<file path="src/rtl/ps2_host_port_if.sv">
// CPU bus and PS/2 core signals of ps2_host_port; master drives the stimulus side, slave is the peripheral.
interface ps2_host_port_if #(
    parameter int DATA_W = 16
);
    logic              read;
    logic              write;
    logic              addr;
    logic [DATA_W-1:0] in_bus;
    logic [DATA_W-1:0] out_bus;
    logic              interrupt;
    logic [7:0]        rx_data;
    logic              rx_valid;
    logic [7:0]        tx_cmd;
    logic              tx_send;
    logic              tx_done;
    logic              tx_error;

    modport master (
        output read, write, addr, in_bus, rx_data, rx_valid, tx_done, tx_error,
        input  out_bus, interrupt, tx_cmd, tx_send
    );

    modport slave (
        input  read, write, addr, in_bus, rx_data, rx_valid, tx_done, tx_error,
        output out_bus, interrupt, tx_cmd, tx_send
    );
endinterface

</file>
<file path="src/rtl/ps2_host_port.sv">
// PS/2 host port: RX scan-byte FIFO with status/irq, TX command FIFO drained one command at a time.
// Reads return data one cycle after the strobe; full FIFOs drop the byte and set a sticky flag.
module ps2_host_port #(
    parameter int DATA_W     = 16,
    parameter int RX_DEPTH   = 32,
    parameter int TX_DEPTH   = 4,
    parameter int IRQ_THRESH = 1
) (
    input  logic           clk,
    input  logic           rst,
    ps2_host_port_if.slave bus
);
    localparam int RAW = $clog2(RX_DEPTH);
    localparam int TAW = $clog2(TX_DEPTH);
    localparam logic [RAW:0] RX_FULL = (RAW+1)'(RX_DEPTH);
    localparam logic [TAW:0] TX_FULL = (TAW+1)'(TX_DEPTH);
    localparam logic [RAW:0] IRQ_LVL = (RAW+1)'(IRQ_THRESH);

    typedef enum logic [1:0] {IDLE, SEND, WAIT} tx_state_t;

    logic [7:0]        rx_mem [RX_DEPTH];
    logic [RAW-1:0]    rx_wr_ptr, rx_rd_ptr;
    logic [RAW:0]      rx_count;
    logic [7:0]        tx_mem [TX_DEPTH];
    logic [TAW-1:0]    tx_wr_ptr, tx_rd_ptr;
    logic [TAW:0]      tx_count;
    logic              rx_ovf, tx_err, tx_drop, irq_en;
    tx_state_t         state;
    logic [7:0]        tx_cmd_q;
    logic              tx_send_q;
    logic [DATA_W-1:0] out_q, status, rd_word;
    logic              unused_bits;

    logic data_rd, stat_rd, data_wr, ctrl_wr, rx_flush, tx_flush;
    logic rx_nonempty, rx_full, tx_nonempty, tx_full;
    logic rx_pop, rx_push, rx_drop, tx_push, tx_pop;

    assign data_rd     = bus.read && !bus.addr;
    assign stat_rd     = bus.read && bus.addr;
    assign data_wr     = bus.write && !bus.addr;
    assign ctrl_wr     = bus.write && bus.addr;
    assign rx_flush    = ctrl_wr && bus.in_bus[1];
    assign tx_flush    = ctrl_wr && bus.in_bus[2];
    assign rx_nonempty = (rx_count != '0);
    assign rx_full     = (rx_count == RX_FULL);
    assign tx_nonempty = (tx_count != '0);
    assign tx_full     = (tx_count == TX_FULL);

    // A full RX FIFO still accepts a byte when a data read frees a slot on the same edge.
    assign rx_pop  = data_rd && rx_nonempty;
    assign rx_push = bus.rx_valid && !rx_flush && (!rx_full || rx_pop);
    assign rx_drop = bus.rx_valid && !rx_flush && rx_full && !rx_pop;
    assign tx_push = data_wr && !tx_full;
    assign tx_pop  = (state == IDLE) && tx_nonempty && !tx_flush;

    assign unused_bits = &{1'b0, bus.in_bus[DATA_W-1:8]};

    always_comb begin
        status             = '0;
        status[0]          = rx_nonempty;
        status[1]          = rx_full;
        status[2]          = rx_ovf;
        status[3]          = tx_full;
        status[4]          = (state != IDLE) || tx_nonempty;
        status[5]          = tx_err;
        status[6]          = tx_drop;
        status[7]          = irq_en;
        status[8 +: RAW+1] = rx_count;
        rd_word            = '0;
        rd_word[8]         = 1'b1;
        rd_word[7:0]       = rx_mem[rx_rd_ptr];
    end

    always_ff @(posedge clk) begin
        if (rx_push) rx_mem[rx_wr_ptr] <= bus.rx_data;
        if (tx_push) tx_mem[tx_wr_ptr] <= bus.in_bus[7:0];
    end

    always_ff @(posedge clk or posedge rst) begin
        if (rst) begin
            rx_wr_ptr <= '0;
            rx_rd_ptr <= '0;
            rx_count  <= '0;
            rx_ovf    <= 1'b0;
            tx_wr_ptr <= '0;
            tx_rd_ptr <= '0;
            tx_count  <= '0;
            tx_drop   <= 1'b0;
            irq_en    <= 1'b1;
            out_q     <= '0;
        end else begin
            if (rx_flush) begin
                rx_wr_ptr <= '0;
                rx_rd_ptr <= '0;
                rx_count  <= '0;
            end else begin
                if (rx_push) rx_wr_ptr <= rx_wr_ptr + 1'b1;
                if (rx_pop)  rx_rd_ptr <= rx_rd_ptr + 1'b1;
                rx_count <= rx_count + (RAW+1)'(rx_push) - (RAW+1)'(rx_pop);
            end
            if (rx_flush)     rx_ovf <= 1'b0;
            else if (rx_drop) rx_ovf <= 1'b1;
            else if (stat_rd) rx_ovf <= 1'b0;

            if (tx_flush) begin
                tx_wr_ptr <= '0;
                tx_rd_ptr <= '0;
                tx_count  <= '0;
            end else begin
                if (tx_push) tx_wr_ptr <= tx_wr_ptr + 1'b1;
                if (tx_pop)  tx_rd_ptr <= tx_rd_ptr + 1'b1;
                tx_count <= tx_count + (TAW+1)'(tx_push) - (TAW+1)'(tx_pop);
            end
            if (data_wr && tx_full) tx_drop <= 1'b1;
            else if (stat_rd)       tx_drop <= 1'b0;

            if (ctrl_wr) irq_en <= bus.in_bus[0];

            if (data_rd)      out_q <= rx_nonempty ? rd_word : '0;
            else if (stat_rd) out_q <= status;
        end
    end

    // Command engine; tx_err lives here because only WAIT can raise it.
    always_ff @(posedge clk or posedge rst) begin
        if (rst) begin
            state     <= IDLE;
            tx_cmd_q  <= '0;
            tx_send_q <= 1'b0;
            tx_err    <= 1'b0;
        end else begin
            tx_send_q <= 1'b0;
            case (state)
                IDLE: if (tx_pop) begin
                    tx_cmd_q  <= tx_mem[tx_rd_ptr];
                    tx_send_q <= 1'b1;
                    state     <= SEND;
                end
                SEND: state <= WAIT;
                WAIT: if (bus.tx_done || bus.tx_error) state <= IDLE;
                default: state <= IDLE;
            endcase
            if (state == WAIT && bus.tx_error) tx_err <= 1'b1;
            else if (stat_rd)                  tx_err <= 1'b0;
        end
    end

    assign bus.out_bus   = out_q;
    assign bus.tx_cmd    = tx_cmd_q;
    assign bus.tx_send   = tx_send_q;
    assign bus.interrupt = irq_en && (rx_count >= IRQ_LVL);
endmodule

</file>
<file path="src/flat_wrapper.sv">
// flat-port wrapper written by rule: the top's interface ports become plain ports
module ps2_host_port_flat 
#(
    parameter int DATA_W     = 16,
    parameter int RX_DEPTH   = 32,
    parameter int TX_DEPTH   = 4,
    parameter int IRQ_THRESH = 1
)
  (clk, rst, bus_read, bus_write, bus_addr, bus_in_bus, bus_rx_data, bus_rx_valid, bus_tx_done, bus_tx_error, bus_out_bus, bus_interrupt, bus_tx_cmd, bus_tx_send);
  ps2_host_port_if #(.DATA_W(DATA_W)) bus_i ();
  input  logic clk;
  input  logic rst;
  input wire logic [$bits(bus_i.read)-1:0] bus_read;
  input wire logic [$bits(bus_i.write)-1:0] bus_write;
  input wire logic [$bits(bus_i.addr)-1:0] bus_addr;
  input wire logic [$bits(bus_i.in_bus)-1:0] bus_in_bus;
  input wire logic [$bits(bus_i.rx_data)-1:0] bus_rx_data;
  input wire logic [$bits(bus_i.rx_valid)-1:0] bus_rx_valid;
  input wire logic [$bits(bus_i.tx_done)-1:0] bus_tx_done;
  input wire logic [$bits(bus_i.tx_error)-1:0] bus_tx_error;
  output wire logic [$bits(bus_i.out_bus)-1:0] bus_out_bus;
  output wire logic [$bits(bus_i.interrupt)-1:0] bus_interrupt;
  output wire logic [$bits(bus_i.tx_cmd)-1:0] bus_tx_cmd;
  output wire logic [$bits(bus_i.tx_send)-1:0] bus_tx_send;
  assign bus_i.read = bus_read;
  assign bus_i.write = bus_write;
  assign bus_i.addr = bus_addr;
  assign bus_i.in_bus = bus_in_bus;
  assign bus_i.rx_data = bus_rx_data;
  assign bus_i.rx_valid = bus_rx_valid;
  assign bus_i.tx_done = bus_tx_done;
  assign bus_i.tx_error = bus_tx_error;
  assign bus_out_bus = bus_i.out_bus;
  assign bus_interrupt = bus_i.interrupt;
  assign bus_tx_cmd = bus_i.tx_cmd;
  assign bus_tx_send = bus_i.tx_send;
  ps2_host_port #(.DATA_W(DATA_W), .RX_DEPTH(RX_DEPTH), .TX_DEPTH(TX_DEPTH), .IRQ_THRESH(IRQ_THRESH)) u_core (.clk(clk), .rst(rst), .bus(bus_i));
endmodule
</file>
<file path="config.mk">
export PLATFORM = sky130hd
export DESIGN_NAME = ps2_host_port_flat
export DESIGN_NICKNAME = d
export VERILOG_FILES = /design/src/rtl/ps2_host_port_if.sv /design/src/rtl/ps2_host_port.sv /design/src/flat_wrapper.sv
export SDC_FILE = /design/constraint.sdc
export NUM_CORES = 1
export LEC_CHECK = 0
export ABC_AREA = 1
export ABC_CLOCK_PERIOD_IN_PS = 3300
export BUFFER_PORTS_ARGS = -buffer_cell sky130_fd_sc_hd__clkbuf_2
export CAP_MARGIN = 25
export CORE_MARGIN = 5
export CORE_UTILIZATION = 60
export CTS_CLUSTER_DIAMETER = 100
export DETAILED_ROUTE_END_ITERATION = 10
export PLACE_DENSITY_LB_ADDON = 0.05
export SLEW_MARGIN = 15
export SYNTH_ARGS = -nofsm -noshare
export SYNTH_HDL_FRONTEND = slang
export SYNTH_SLANG_ARGS = --single-unit
</file>
<file path="constraint.sdc">
create_clock -name clk -period 3.3 [get_ports clk]
set_input_delay 0.165 -clock clk [delete_from_list [all_inputs] [get_ports clk]]
set_output_delay 0.165 -clock clk [all_outputs]
set_load 0.01 [all_outputs]
</file>
---- Word-level counts from Yosys, hierarchy flattened ----
Memory sizes are Yosys's and may differ from the RTL's. A register that Yosys moved wholly into a read port is not among the register bits.
Cells that the tools add are included.
operators by class
  add/sub/neg operators ................... 8
  $lt $le $gt $ge ......................... 1
  equality and inequality tests ........... 6
  mux-type cells .......................... 27
  reduce and logical (&&, ||, !) cells .... 40
operators by type and width
  kind                                                               number
  2-to-1 mux 16 bit                                                  2
  2-to-1 mux 5 bit                                                   4
  logical AND 1 bit                                                  17
  nonzero test 2 bit                                                 8
  2-to-1 mux 2 bit                                                   6
  2-to-1 mux 1 bit                                                   11
  adder 5 x 1 -> 5 bit, second input constant                        2
  2-to-1 mux 9 bit                                                   1
  adder 6 x 1 -> 6 bit                                               1
  equality test 6 bit, second input constant                         1
  greater-or-equal comparator 6 x 1 -> 1 bit, second input constant  1
  logical NOT 1 bit                                                  6
  2-to-1 mux 6 bit                                                   1
  case mux 2 bit (3 select lines)                                    1
  nonzero test 3 bit                                                 2
  nonzero test 6 bit                                                 1
  subtractor 6 x 1 -> 6 bit                                          1
  adder 2 x 1 -> 2 bit, second input constant                        2
  != test 2 x 1 -> 1 bit, second input constant                      2
  AND reduction 2 bit                                                2
  adder 3 x 1 -> 3 bit                                               1
  equality test 3 bit, second input constant                         1
  logical OR 1 bit                                                   3
  2-to-1 mux 3 bit                                                   1
  4 further kinds                                                    4
storage, ports and cells
  register bits ........................... 46
  RAM bits ................................ 288
  word-level logic and storage cells ...... 97
  memories ................................ 2
memory list
  name           depth  width  read ports  clocked after memory_dff  wr ports  RTL line             source
  u_core.rx_mem  32     8      1           0                         1         ps2_host_port.sv:21  logic [7:0] rx_mem [RX_DEPTH];
  u_core.tx_mem  4      8      1           1                         1         ps2_host_port.sv:24  logic [7:0] tx_mem [TX_DEPTH];

---- Depth between registers and ports, before layout ----
Gate-level depths: netlist of the first run.
  word-level depth ........................ 8
  mapped depth ............................ 16
  gate-level depth less buffers ........... 16

---- Worst setup path before layout of the first run ----
OpenSTA, ideal clock, no wires.
  path type ............................... register -> register
  start point ............................. register u_core.rx_count[2]
  end point ............................... register u_core.rx_count[4]
  library setup time ...................... 0.118 ns
  arrival time ............................ 2.406 ns
  data required time ...................... 3.182 ns
  slack ................................... 0.775 ns
  stages on the path, launching flop included .. 17
  buffers on the path ..................... 0
  period minus slack after synthesis ...... 2.525 ns
  path through ............................ dfrtp_1 inv_1 ha_1 nand3_1 nand2_2 clkinv_1 nand2_1 o21ai_0 ha_1 fa_1 nand2_1 inv_1 nor2_1 nor2_1 nor2_1 xor2_1 nor2_1
between the ends
  word-level cells in the longest chain between the ends .. 7
  elaborated cells between the ends (all ways) .. 9
ends and longest elaborated chain
  item                                                       RTL line                                  source
  start: declaration                                         ps2_host_port.sv:23                       logic [RAW:0] rx_count;
  start signal: assignment                                   ps2_host_port.sv:99                       rx_count <= rx_count + (RAW+1)'(rx_push) - (RAW+1)'(rx_pop);
  equality test 6 bit or nonzero test 6 bit (tied branches)  ps2_host_port.sv:45, ps2_host_port.sv:44
  logical NOT 1 bit or logical AND 1 bit (tied branches)     ps2_host_port.sv:51, ps2_host_port.sv:50
  logical OR 1 bit                                           ps2_host_port.sv:51                       assign rx_push = bus.rx_valid && !rx_flush && (!rx_full || rx_pop);
  logical AND 1 bit                                          ps2_host_port.sv:51
  adder 6 x 1 -> 6 bit                                       ps2_host_port.sv:99
  subtractor 6 x 1 -> 6 bit (*)                              ps2_host_port.sv:99
  2-to-1 mux 6 bit (*)                                       ps2_host_port.sv:92                       if (rx_flush) begin
Every way passes the cells marked *; elsewhere a longest branch is shown, timed or not.
A chain may end at the register's enable or synchronous reset.

---- Worst setup path after layout of the first run ----
  start point ............................. register u_core.rx_count[3]
  end point ............................... register u_core.rx_count[4]
The elaborated chain is that of the path after synthesis.

==> results of run 1 <==
power by group through the flow:
stage | Combinational, µW | Clock, µW | Sequential, µW
final | 3220 | 3730 | 5300
after global placement | 3110 | 0 | 5370
after global routing | 3650 | 3990 | 5350
after CTS | 3240 | 3790 | 5300
after floorplan | 2210 | 0 | 5360
after detailed placement | 3190 | 0 | 5380
synth_stat cells (all sizes together):
| cell type | number |
|---|---|
| nor3 | 9 |
| ha | 19 |
| dfrtp | 51 |
| o211ai | 1 |
| edfxtp | 288 |
| buf | 37 |
| o22ai | 8 |
| clkinv | 1 |
| clkbuf | 24 |
| a21oi | 37 |
| xor2 | 1 |
| nor4 | 3 |
| fa | 2 |
| nor2 | 205 |
| a32o | 2 |
| o21ai | 104 |
| conb | 1 |
| inv | 86 |
| dfstp | 1 |
| o31ai | 1 |
| or2 | 2 |
| and3 | 1 |
| nand2 | 297 |
| nand3 | 125 |
| a211oi | 2 |
| a22o | 1 |
metrics by stage:
stage	util, %	power [µW]	worst slack [ns]
final	69.0	12300	0.591
after global routing	68.9	13000	0.353
after global placement	63.8	8480	0.701
after floorplan	-	7560	0.775
after detailed placement	63.8	8570	0.607
after CTS	68.9	12300	0.590
worst max path at each step:
stage | from | to | slack, ns | depth (start not counted)
after floorplan | u_core.rx_count[2] | u_core.rx_count[4] | 0.78 | 16
after global placement | bus_addr | u_core.rx_mem[25][0] | 0.70 | 8
after CTS | u_core.rx_count[3] | u_core.rx_count[4] | 0.59 | 16
after detailed placement | u_core.rx_count[3] | u_core.rx_count[4] | 0.61 | 16
final | u_core.rx_count[3] | u_core.rx_count[4] | 0.59 | 16
after global routing | u_core.rx_count[3] | u_core.rx_count[4] | 0.35 | 16
state kept, by name, summed over array words and instances (netlist names):
signal,cells
u_core.rx_mem,256
u_core.tx_drop,1
u_core.bus.tx_send,1
u_core.rx_ovf,1
u_core.bus.out_bus,14
u_core.tx_err,1
u_core.bus.tx_cmd,8
u_core.tx_wr_ptr,2
u_core.rx_rd_ptr,5
u_core.irq_en,1
u_core.state,2
u_core.tx_mem,32
u_core.tx_count,3
u_core.rx_wr_ptr,5
u_core.rx_count,6
u_core.tx_rd_ptr,2
worst max-delay path: stages (launching register included):
cell and delay [ns]:
dfrtp_1 0.38, inv_1 0.11, ha_1 0.19, nand3_1 0.12
nand2_2 0.19, clkinv_1 0.11, nand2_1 0.16, o21ai_0 0.12
ha_1 0.26, fa_1 0.40, nand2_1 0.07, inv_1 0.05
nor2_1 0.08, nor2_1 0.04, nor2_1 0.10, xor2_1 0.15
nor2_1 0.05
final cells by class:
cell class                      instances  area [µm²]  share of cell area [%]
Antenna cell                            1        2.50                  0.0154
Inverter                               87         328                    2.02
Tap cell                              319         399                    2.46
Clock buffer                           49         971                    5.98
Sequential cell                       340        9960                    61.3
Clock inverter                         12         109                   0.671
Multi-Input combinational cell        822        3750                    23.1
Timing Repair Buffer                  101         713                    4.39
layer usage:
layer  track usage (%)  wire length (µm)
met5                 0                13
met4              6.43               705
met3              3.24              1800
met2              39.8             15400
met1              34.5             14100
cell families (layout without fill, tap and decap cells):
logic type      after synthesis  count (layout)  synth area share [%]
xor+xnor                      1               1                0.0610
fa+ha+maj                    21              21                  1.94
other cells                   1               3                0.0261
flops                       340             340                  69.3
buf+inv                     148             249                  4.55
simple gates                642             642                  18.3
compound gates              156             156                  5.79
==> impl_results.md, run 1 <==
* Initial core utilization at 61.0%
* Die X at 165 µm
* Cells after Synth at 1309
* Slew @ Worst Pin at 0.907 ns
* HPWL Detailed at 19000 µm
* Seq pwr share at 43.3%
* CTS clk-pin slew, worst paths at 0.06 ns
* Post-synthesis cell area at 14400 µm²
* Final instance area at 16200 µm²
* First-pass DRT Iterations at 6
* Dpl cell area at 15000 µm²
* Final period demand of the worst path at 2.71 ns
* Leading area contributor after synthesis: edfxtp_1
* Most common cell after layout, fill and taps aside: nand2_1
* Hold Vio Cnt, Final at 0
* Max cap viols at 0
* Initial antenna violation count at 1
* Combinational power share at 26.3%
* Overall global routing resource usage at 24.1%
* Yosys cell types at 38
* Avg Cell Area, Syn at 11.0 µm²
* Power share of the clock group at 30.4%
* Clock skew at 0.0114 ns
* Slew headroom at 39.3%
* Rows at 56
* Critical Path Source Type: flop
* DP Cell Count at 1655
* Leak Pwr at 0.00638 µW
* Post-CTS setup buffers at 0
* DRT iter0 DRCs at 860
* Worst Hold Class: input pin to flop
* Synth area leaders: edfxtp_1 60%, dfrtp_1 8.9%, nand2_1 7.7%
* Vias after detailed routing at 9483
* Largest net degree at the start of global routing at 88
* Number of cells on the worst hold path at 3
* Worst vdd ir at 576 µV
* Area of the core at 23500 µm²
* FF-to-FF Start: u_core.rx_count[3]
* Via/cell ratio at 5.48
* Layout area overhead at 13.1%
* Fmax at 369 MHz
* CP endpoint kind: flop
* Fin cells at 1731
* Sw Pwr at 3940 µW
* Int Power at 8310 µW
* Hold_sp: bus_read
* CTS Buf Count at 36
* RR Endpoint: u_core.rx_count[4]
* Max clock buf depth at 3
* Sw frac at 32.2%
* First-pass GRT wire length at 50000 µm
* Maximum fanout along the worst path at 8
* Final WL at 32000 µm
* Commonest cells after routing, fill and taps aside: 293 x nand2_1, 288 x edfxtp_1, 204 x nor2_1
* Synth warn at 0
* Placer Congestion at 0.813
* Die Y at 165 µm
* Final setup TNS at 0 ns
* Power per cell area at 755 nW/µm²
* Setup Viol. Count Final at 0
* CP Data Required Time at 3.69 ns
* Crit path kind: flop to flop
* Global route total overflow at 0
* Count of input and output buffers at 47
* Hold Path Sink: u_core.bus.out_bus[7]
* Fill cell count at 1773
* Die ar. at 27100 µm²
* Synth top area share at 60.2%
* H-tree depth at 2
* Worst hold slack at 0.0141 ns
* Final antenna-violating net count at 0
* Wire per inst at 18.5 µm
* Worst reg2reg setup slack at 0.59 ns
* Vias in the first global route at 9192
* Max Slew Vio Count at 0
* Clock root buffer: clkbuf_16
* DRC violations left at 0
* CTS tree: yes
* I/O pin count at 58
* Arr. time, crit path at 3.10 ns
* Worst-case reg-to-reg path depth at 16
* Status: finished clean
* Unrepaired setup endpoints after global routing: false
* Hold-fix buffers at CTS at 14
* Sink Count at 340
* Layout cell share with drive strength beyond 1 at 10.9%
* #FFs+latches synth at 340
* Register area share after synthesis at 69.3%
* CTS resizes at 0
* Fin nets at 1441
* Final Cycle Share at 82.1%
* Worst-skew pair later-pin latency at 0.50 ns
Power figures use the tool's default switching activity.
==> run 2: changes to the inputs <==
Settings changed: ABC_CLOCK_PERIOD_IN_PS 3300 to 2640.
Clock period 3.3 ns to 2.64 ns, I/O delays scaled along.
==> impl_results.md, run 2 (synthesis gave the netlist of run 1 again) <==
* Via/cell ratio at 5.52 (+0.76%)
* Clock root buffer: clkbuf_16
* Die X at 165 µm (unchanged)
* Most common cell after layout, fill and taps aside: nand2_1
* Max clock buf depth at 3 (unchanged)
* Final setup TNS at 0 ns (unchanged)
* Area of the core at 23500 µm² (unchanged)
* Sw frac at 32.1% (about the same)
* Arr. time, crit path at 2.84 ns (-0.26 ns)
* Vias in the first global route at 9334 (+1.5%)
* Layout area overhead at 14.3%
* HPWL Detailed at 19500 µm (+2.4%)
* Status: finished clean
* Global route total overflow at 0 (unchanged)
* Worst vdd ir at 785 µV (+36%)
* Largest Register: u_core.rx_mem
* Overall global routing resource usage at 24.6% (+0.45 points)
* Crit path max-delay cell type: fa_1
* Die ar. at 27100 µm² (unchanged)
* Max cap viols at 0 (unchanged)
* Fin nets at 1454 (+0.90%)
* DRC violations left at 0 (unchanged)
* Combinational power share at 26.5% (+0.2 points)
* Clock skew at 0.0152 ns (+0.00384 ns)
* Slew @ Worst Pin at 0.802 ns (-0.105 ns)
* Worst Hold Class: input pin to flop
* Seq pwr share at 42.7% (-0.6 points)
* Leak Pwr at 0.00648 µW (+1.6%)
* DRT iter0 DRCs at 865 (+0.58%)
* Crit-path most repeated cell: nor2_1
* Total Power at 15500 µW (+27%)
* Initial antenna violation count at 0 (-1)
* Hold Vio Cnt, Final at 0 (unchanged)
* Vias after detailed routing at 9621 (+1.5%)
* Final Cycle Share at 92.7% (+11 points)
* Slew headroom at 46.1% (+6.8 points)
* Crit path kind: flop to flop
* Cell Chain, Critical Path: inv_1 -> ha_2 -> nand3_1 -> nand2_2 -> clkinv_1 -> nand2_2 -> o21ai_0 -> ha_2 -> fa_1 -> nand2_1 -> inv_1 -> nor2_1 -> nor2_1 -> nor2_1 -> xor2_1 -> nor2_1
* Critical Path Source Type: flop
* Wire per inst at 18.6 µm (+0.47%)
* Final period demand of the worst path at 2.45 ns (-0.261 ns)
* Fmax at 409 MHz (+11%)
* Power per cell area at 945 nW/µm² (+25%)
* CP endpoint kind: flop
* Final WL at 32400 µm (+1.2%)
* Rows at 56 (unchanged)
* Final antenna-violating net count at 0 (unchanged)
* Fill cell count at 1739 (-1.9%)
* CTS tree: yes
* CP Data Required Time at 3.03 ns (-0.66 ns)
* Largest net degree at the start of global routing at 88 (unchanged)
* Setup Viol. Count Final at 0 (unchanged)
* Commonest cells after routing, fill and taps aside: 292 x nand2_1, 288 x edfxtp_1, 204 x nor2_1
* ANT cells at 0 (-1)
* Worst hold slack at 0.0605 ns (+0.0464 ns)
* Placer Congestion at 0.832 (+2.4%)
* Unrepaired setup endpoints after global routing: false
* First-pass DRT Iterations at 5 (-1)
* Count of input and output buffers at 47 (unchanged)
* Crit-path max cell delay at 0.39 ns (about the same)
* Largest register FFs at 256 (unchanged)
* Max Slew Vio Count at 0 (unchanged)
* Power share of the clock group at 30.7% (+0.3 points)
* H-tree depth at 2 (unchanged)
* Sw Pwr at 4980 µW (+26%)
* Initial core utilization at 61.0% (unchanged)
* Maximum fanout along the worst path at 3 (-5)
* CTS clk-pin slew, worst paths at 0.06 ns (about the same)
* CTS Buf Count at 35 (-2.8%)
* Die Y at 165 µm (unchanged)
* Layout cell share with drive strength beyond 1 at 12.3% (+1.4 points)
* Sink Count at 340 (unchanged)
* Worst-skew pair later-pin latency at 0.50 ns (about the same)
* I/O pin count at 58 (unchanged)
* First-pass GRT wire length at 51000 µm (+2.0%)
* Int Power at 10500 µW (+27%)
run 2: cell types whose count changed in the layout (fill, tap and decap cells not counted), moves of 2 or more:
| cell | change |
|---|---|
| buf_4 | +11 |
| clkbuf_1 | -7 |
| clkinv_1 | +3 |
| buf_12 | +3 |
| ha_1 | -2 |
| ha_2 | +2 |
| clkinv_2 | +2 |
run 2: final timing paths:
kind	from	slack [ns]	to	cells after the start
worst min register to register	u_core.bus.out_bus[0]	0.48	u_core.bus.out_bus[0]	2
max in group asynchronous	rst	1.78	u_core.irq_en	4
min in group asynchronous	rst	0.24	u_core.bus.out_bus[12]	3
worst max register to register	u_core.rx_count[2]	0.19	u_core.rx_count[4]	16
worst max-delay path	u_core.rx_count[2]	0.19	u_core.rx_count[4]	16
worst min-delay path	bus_read	0.06	u_core.bus.out_bus[5]	4
run 2: timing repair:
action / in CTS / in global routing
hold buffers: 14 / 0
endpoints found under the setup margin: 0 / 1
hold endpoints to repair: 60 / 0
gates resized for setup: 0 / 4
setup buffers: 0 / 1
run 2: worst max-delay path: cells and delay by family (launching register included):
family	cells	cell delay (ns)
adders and majority gates	3	0.79
buffers and inverters	3	0.23
xor gates and xnor gates	1	0.16
DFF	1	0.38
and+or+nand+nor	8	0.68
AOI/OAI and AO/OA	1	0.09
run 2: stage by stage:
step                      util (%)  setup slack, ns  cells  instance area [µm²]
after floorplan                  -            0.115   1310                14400
after global placement        64.3            0.240   1668                15100
after detailed placement      64.3           0.0723   1668                15100
after CTS                     69.6           0.0291   1742                16400
after global routing          69.7          0.00102   1743                16400
final                         69.7            0.192   1743                16400
run 2: cell type report:
type | count | area (µm²) | area share [%]
tap | 319 | 399 | 2.43
timing repair buffer | 115 | 856 | 5.22
multi-input combinational | 822 | 3760 | 22.9
clock inverter | 18 | 160 | 0.976
sequential | 340 | 9960 | 60.7
inverter | 87 | 328 | 2.00
clock buffer | 42 | 945 | 5.76
run 2: metal layers:
metal,up-vias,global-route usage (%),wire length [µm],part of all wire [%]
met4,0,7.56,937,2.9
met2,284,39.2,15400,48
met1,4642,35.8,14100,44
met3,69,3.34,1900,5.9
met5,-,0,0,0
li1,4626,-,-,-
run 2: power groups by stage:
stage	Clock, µW	Combinational (µW)	Sequential, µW
floorplan	0	2760	6700
global placement	0	3960	6710
detailed placement	0	4050	6730
CTS	4840	4110	6620
global route	5070	4660	6680
finish	4760	4110	6620
